$ cat src/rtl/cdb_arbiter.sv
`default_nettype none
// ============================================================================
// Module   : cdb_arbiter
// Brief    : Shares one common data bus between the ALU and the load/store
//            buffer. Each source owns a small FIFO with a same-cycle bypass.
//            A round-robin grant broadcasts at most one {rob_id, value} per
//            cycle to the reservation stations, ROB and register file.
// Revision : 1.0 - initial release
// ============================================================================
module cdb_arbiter #(
  parameter int DEPTH  = 4,   // entries per source FIFO, power of two, >= 2
  parameter int ROB_W  = 5,
  parameter int DATA_W = 32
) (
  input  logic              clk_in,
  input  logic              rst_n_in,
  input  logic              rdy_in,
  input  logic              _clear,
  input  logic              _alu_res_ready,
  input  logic [ROB_W-1:0]  _alu_res_rob_id,
  input  logic [DATA_W-1:0] _alu_res_value,
  input  logic              _lsb_res_ready,
  input  logic [ROB_W-1:0]  _lsb_res_rob_id,
  input  logic [DATA_W-1:0] _lsb_res_value,
  output logic              _alu_full,
  output logic              _lsb_full,
  output logic              _cdb_ready,
  output logic [ROB_W-1:0]  _cdb_rob_id,
  output logic [DATA_W-1:0] _cdb_value,
  output logic              _cdb_src,
  output logic              _overflow
);

  localparam int c_ptr_w = (DEPTH > 1) ? $clog2(DEPTH) : 1;
  localparam int c_cnt_w = $clog2(DEPTH + 1);
  localparam int c_ent_w = ROB_W + DATA_W;

  localparam logic [c_cnt_w-1:0] c_cnt_depth  = c_cnt_w'(DEPTH);
  localparam logic [c_cnt_w-1:0] c_cnt_almost = c_cnt_w'(DEPTH - 1);
  localparam logic [c_cnt_w-1:0] c_cnt_one    = c_cnt_w'(1);
  localparam logic [c_ptr_w-1:0] c_ptr_one    = c_ptr_w'(1);

  // Source encoding, also the value driven on _cdb_src; index 0 = ALU, 1 = LSB.
  localparam logic c_src_alu = 1'b0;
  localparam logic c_src_lsb = 1'b1;

  // A cycle does useful work only when globally ready and not flushing.
  logic                    w_active;
  logic [1:0]              w_push;
  logic [1:0][c_ent_w-1:0] w_push_ent;
  logic [1:0]              w_cand_vld;
  logic [1:0][c_ent_w-1:0] w_cand_ent;
  logic [1:0]              w_ovf_evt;
  logic [1:0]              w_full;
  logic                    w_contend;
  logic                    w_pick_lsb;
  logic                    w_gnt_any;
  logic [1:0]              w_gnt;

  // Round-robin history: r_rr_last is the source that won the last
  // contention; r_rr_seen stays low until the first contention after
  // reset/flush so that contention is resolved in favour of the ALU.
  logic                    r_rr_last;
  logic                    r_rr_seen;

  assign w_active      = rdy_in & ~_clear;
  assign w_push        = {_lsb_res_ready, _alu_res_ready} & {2{w_active}};
  assign w_push_ent[0] = {_alu_res_rob_id, _alu_res_value};
  assign w_push_ent[1] = {_lsb_res_rob_id, _lsb_res_value};

  // --------------------------------------------------------------------------
  // Per-source FIFO with bypass. The candidate is the FIFO head when the FIFO
  // holds anything, otherwise the incoming push, which keeps per-source order
  // strict while giving single-cycle latency through an empty FIFO.
  // --------------------------------------------------------------------------
  for (genvar gi = 0; gi < 2; gi++) begin : g_src
    logic [c_ent_w-1:0] r_mem [DEPTH];
    logic [c_ptr_w-1:0] r_rd_ptr;
    logic [c_ptr_w-1:0] r_wr_ptr;
    logic [c_cnt_w-1:0] r_count;
    logic               w_has_head;
    logic               w_at_cap;
    logic               w_bypass_used;
    logic               w_write;
    logic               w_pop;

    assign w_has_head     = (r_count != '0);
    assign w_at_cap       = (r_count == c_cnt_depth);
    assign w_cand_vld[gi] = w_has_head | w_push[gi];
    assign w_cand_ent[gi] = w_has_head ? r_mem[r_rd_ptr] : w_push_ent[gi];

    // A grant with an empty FIFO consumes the bypassed push directly.
    assign w_pop          = w_gnt[gi] & w_has_head;
    assign w_bypass_used  = w_gnt[gi] & ~w_has_head;
    assign w_write        = w_push[gi] & ~w_bypass_used & ~w_at_cap;
    assign w_ovf_evt[gi]  = w_push[gi] & w_at_cap;

    // One slot of slack absorbs the push already in the producer's pipe.
    assign w_full[gi]     = (r_count >= c_cnt_almost);

    // Payload storage; entries are qualified by r_count so no reset needed.
    always_ff @(posedge clk_in) begin
      if (w_write) begin
        r_mem[r_wr_ptr] <= w_push_ent[gi];
      end
    end

    // Pointer and occupancy bookkeeping; pointers wrap modulo DEPTH.
    always_ff @(posedge clk_in or negedge rst_n_in) begin
      if (!rst_n_in) begin
        r_rd_ptr <= '0;
        r_wr_ptr <= '0;
        r_count  <= '0;
      end else if (_clear) begin
        r_rd_ptr <= '0;
        r_wr_ptr <= '0;
        r_count  <= '0;
      end else if (rdy_in) begin
        if (w_write) begin
          r_wr_ptr <= r_wr_ptr + c_ptr_one;
        end
        if (w_pop) begin
          r_rd_ptr <= r_rd_ptr + c_ptr_one;
        end
        case ({w_write, w_pop})
          2'b10:   r_count <= r_count + c_cnt_one;
          2'b01:   r_count <= r_count - c_cnt_one;
          default: r_count <= r_count;
        endcase
      end
    end
  end

  assign _alu_full = w_full[0];
  assign _lsb_full = w_full[1];

  // --------------------------------------------------------------------------
  // Grant: a lone candidate always wins; on contention the source that did
  // not win the previous contention goes, with the ALU first after a reset
  // or flush.
  // --------------------------------------------------------------------------
  assign w_contend  = w_cand_vld[0] & w_cand_vld[1];
  assign w_pick_lsb = w_contend ? (r_rr_seen & (r_rr_last == c_src_alu))
                                : w_cand_vld[1];
  assign w_gnt_any  = w_active & (|w_cand_vld);
  assign w_gnt      = {w_gnt_any & w_pick_lsb, w_gnt_any & ~w_pick_lsb};

  // Round-robin history update on every contended grant.
  always_ff @(posedge clk_in or negedge rst_n_in) begin
    if (!rst_n_in) begin
      r_rr_last <= c_src_alu;
      r_rr_seen <= 1'b0;
    end else if (_clear) begin
      r_rr_last <= c_src_alu;
      r_rr_seen <= 1'b0;
    end else if (rdy_in && w_contend) begin
      r_rr_last <= w_pick_lsb ? c_src_lsb : c_src_alu;
      r_rr_seen <= 1'b1;
    end
  end

  // Registered broadcast; payload fields hold when nothing is granted.
  always_ff @(posedge clk_in or negedge rst_n_in) begin
    if (!rst_n_in) begin
      _cdb_ready  <= 1'b0;
      _cdb_rob_id <= '0;
      _cdb_value  <= '0;
      _cdb_src    <= c_src_alu;
    end else if (_clear) begin
      _cdb_ready  <= 1'b0;
    end else if (rdy_in) begin
      _cdb_ready <= w_gnt_any;
      if (w_gnt_any) begin
        {_cdb_rob_id, _cdb_value} <= w_pick_lsb ? w_cand_ent[1] : w_cand_ent[0];
        _cdb_src                  <= w_pick_lsb ? c_src_lsb : c_src_alu;
      end
    end
  end

  // Sticky overflow flag; a flush leaves it set, only reset clears it.
  always_ff @(posedge clk_in or negedge rst_n_in) begin
    if (!rst_n_in) begin
      _overflow <= 1'b0;
    end else if (w_active && (|w_ovf_evt)) begin
      _overflow <= 1'b1;
    end
  end

endmodule
`default_nettype wire

$ cat config.mk
export PLATFORM = sky130hd
export DESIGN_NAME = cdb_arbiter
export DESIGN_NICKNAME = d
export VERILOG_FILES = /design/src/rtl/cdb_arbiter.sv
export SDC_FILE = /design/constraint.sdc
export NUM_CORES = 1
export LEC_CHECK = 0
export CAP_MARGIN = 20
export CORE_ASPECT_RATIO = 0.5
export CORE_MARGIN = 5
export CORE_UTILIZATION = 52
export CTS_CLUSTER_SIZE = 14
export DETAILED_ROUTE_END_ITERATION = 12
export PLACE_DENSITY = 0.87
export SYNTH_ARGS = -nofsm -noshare
export SYNTH_HDL_FRONTEND = slang
export SYNTH_SLANG_ARGS = --single-unit
$ cat constraint.sdc
create_clock -name clk_in -period 2.6 [get_ports clk_in]
set_input_delay 0.39 -clock clk_in [delete_from_list [all_inputs] [get_ports clk_in]]
set_output_delay 0.39 -clock clk_in [all_outputs]
set_load 0.01 [all_outputs]
==> impl_metrics.toml <==
[sta]
drv_slew = 0
tns_ns = 0
tightestPinTransition_ns = 0.9710
grt_setup_unrepaired = "false"
whs_ns = 0.01501
hold_viol_final = 0
fin_crit_ns = 2.301
setup_viol = 0
max_freq_ghz = 0.4346
fin_skew_ns = 0.009726
relSlewSlack_pct = 35.27
finalCritPeriodShare_pct = 88.50

[power]
p_switching_mw = 4.090
power_density_nw_per_um2 = 845.8
p_int_mw = 10.39
clkPwrFrac_pct = 29.4
switching_share_pct = 28.25
power_mw = 14.48
seq_power_share_pct = 47.5
p_leak_nw = 5.686
peakVddDrop_mv = 0.4878
combPwrFrac_pct = 23.1

[worst_hold_path]
hold_class = "in -> async"

[yosys]
synth_top_family_by_area = "multiplexers"
synth_xor_area_share_pct = 0.1854
synth_fa_ha_area_share_pct = 0.8828
yosysWarnings = 0
synth_area_um2 = 14170
syn_inst = 791
yosysUniqueCellTypes = 50
syn-num-nets = 881
syn_avg_cell_area_um2 = 17.92
muxShareOfSynthArea_pct = 12.35
seq_area_frac_synth_pct = 72.61
synth_compound_area_share_pct = 7.575
yosys_register_bits = 352
synth-simple-area-share_pct = 4.688

[placement]
place_area_um2 = 16190
dp_cells = 1268
portBuffers = 121
hpwl_mm = 22.28
gp_congestion = 0.8635

[drt]
vias = 8312
dr.pass1.iters = 5
ant_nets = 0
viasPerCell = 6.273
drtIter0Drc = 1226
post-route-drc-count = 0
finalWirelength_mm = 34.37
drt-wirelength-per-cell_um = 25.94

[die]
fp.coreArea_um2 = 26640
ios = 122
dieWidth_um = 243.5
initial_utilization_pct = 53.19
die_h_um = 126.7
dieArea_um2 = 30860
rows = 42

[cts]
htreeDepth = 1
cts_setup_buffers = 0
clk_latency_ns = 0.55
numClockSinks = 352
cts_resized = 0
cts-root-buf = "clkbuf_16"
clk_path_buf_depth = 3
path_clk_slew_ns = 0.07
cts_hold_buf = 0
cts_tree = "yes"
cts_buffers = 30

[global_route]
grt_pass1_wl_mm = 52.54
use_met1_pct = 30.77
grt_max_degree = 57
met3_usage_pct = 4.939
grt_overflow_total = 0
grt_pass1_vias = 8411
antenna_found_initial = 0
use_met2_pct = 37.26
grt_usage_pct = 22.18
grt_busiest_layer = "met2"

[worst_setup_path]
critPathArrivalTime_ns = 2.78
slowest_stage = "dfrtp_1"
path_cells = "nor3_2 > a21oi_2 > buf_4 > o31ai_1 > o21ai_0 > ha_1 > and4_1 > a31oi_1 > mux2i_1"
reg2reg_to = "g_src[0].r_count[2]"
crit_path_end_kind = "flip-flop"
critPathMaxFanout = 8
worstSetupStartpointType = "flip-flop"
crit_required_ns = 3.08
cpLargestDelayFamily = "compound AO/OA/AOI/OAI gates"
reg2reg_depth = 9
max_stage_delay_ns = 0.47
worstSetupPathType = "reg -> reg"
rrSetupSlack_ns = 0.30
reg2reg_from = "g_src[1].r_count[0]"
crit_buf_inv = 1

[layout]
nets = 1038
area_delta_synth_final_pct = 20.78
final_cells = 1325
drive_above_1_share_pct = 19.03
layout_common_cells = "296 x edfxtp_1, 120 x clkdlybuf4s50_1, 74 x mux4_2, 64 x nand2_1, 54 x dfrtp_1"
final_common_cell = "edfxtp_1"
finalInstanceArea_um2 = 17120

[job]
cap_viol_max_count = 0

[outcome]
status = "finished, final reports clean"
==> how the worst max path moves through the flow <==
stage / from / cells after the start / endpoint
after floorplan: _clear / 5 / g_src[1].r_mem[2][0]
after global placement: _clear / 8 / g_src[0].r_mem[2][24]
after detailed placement: _clear / 6 / _cdb_value[5]
after CTS: g_src[0].r_count[2] / 7 / g_src[1].r_count[2]
after global routing: g_src[1].r_count[1] / 10 / g_src[0].r_count[2]
final: g_src[1].r_count[0] / 9 / g_src[0].r_count[2]
==> cell families (layout without fill, tap and decap cells) <==
kind of cell | after synthesis | in the layout
simple gates | 134 | 134
fa+ha+maj | 10 | 10
buf+inv | 55 | 236
compound gates | 155 | 155
mux | 82 | 82
other cells | 0 | 1
flops | 352 | 352
xor+xnor | 3 | 3
==> sequential cells by signal, summed over array words and instances, names as in the netlist <==
| signal | count |
|---|---|
| _cdb_src | 1 |
| _cdb_ready | 1 |
| g_src.r_rd_ptr | 4 |
| r_rr_seen | 1 |
| r_rr_last | 1 |
| _cdb_value | 32 |
| _overflow | 1 |
| g_src.r_wr_ptr | 4 |
| _cdb_rob_id | 5 |
| g_src.r_count | 6 |
| g_src.r_mem | 296 |
==> cell usage after synthesis, drive strengths merged <==
cell	number	area [um2]
a211oi	17	127.6
a21o	3	22.52
a21oi	26	137.6
a221o	1	10.01
a221oi	1	8.760
a22o	2	17.52
a22oi	40	300.3
a31oi	2	18.77
a32oi	1	8.760
and2	24	150.1
and3	2	12.51
and3b	1	8.760
and4	1	8.760
buf	22	118.9
clkbuf	27	101.4
dfrtp	56	1401
edfxtp	296	8889
ha	10	125.1
inv	6	22.52
mux2	3	33.78
mux2i	5	50.05
mux4	74	1667
nand2	64	240.2
nand2b	7	43.79
nand3	4	20.02
nand3b	2	15.01
nor2	14	55.06
nor2b	3	18.77
nor3	5	35.03
nor3b	2	20.02
o211ai	19	142.6
o21ai	22	117.6
o21bai	1	7.510
o31ai	18	135.1
o32a	1	10.01
o41ai	1	8.760
or2	1	6.260
or3	4	30.03
xnor2	2	17.52
xor2	1	8.760
==> cell type report <==
type	instances	area [um2]
Sequential cell	352	10290
Fill cell	1590	9525
Multi-Input combinational cell	384	3657
Timing Repair Buffer	174	1779
Clock buffer	53	908.4
Tap cell	352	440.4
Inverter	6	22.52
Clock inverter	3	15.01
Antenna cell	1	2.502
==> per-stage QoR <==
stage | utilization [%] | worst slack (ns)
2_1_floorplan | - | 0.001466
3_3_place_gp | 60.77 | -0.008073
3_5_place_dp | 60.77 | -0.05731
4_1_cts | 64.24 | 0.3164
5_1_grt | 64.24 | 0.1486
6_report | 64.25 | 0.2991
==> per-layer routing <==
layer / vias up / share of wire (%) / wire (um)
met3: 41 / 9.5 / 3276
met4: 0 / 1.5 / 500
met1: 4268 / 39 / 13310
li1: 3515 / - / -
met5: - / 0 / 0
met2: 488 / 50 / 17280
==> power by group through the flow <==
stage               combinational, mW  clock, mW  sequential (mW)
finish                           3.35       4.25             6.87
global route                     3.57       4.56             6.91
CTS                              3.32       4.26             6.87
detailed placement               3.28          0             6.96
global placement                 3.16          0             6.95
floorplan                        1.53          0             6.99
No activity file was read; power rests on OpenSTA's default activity.
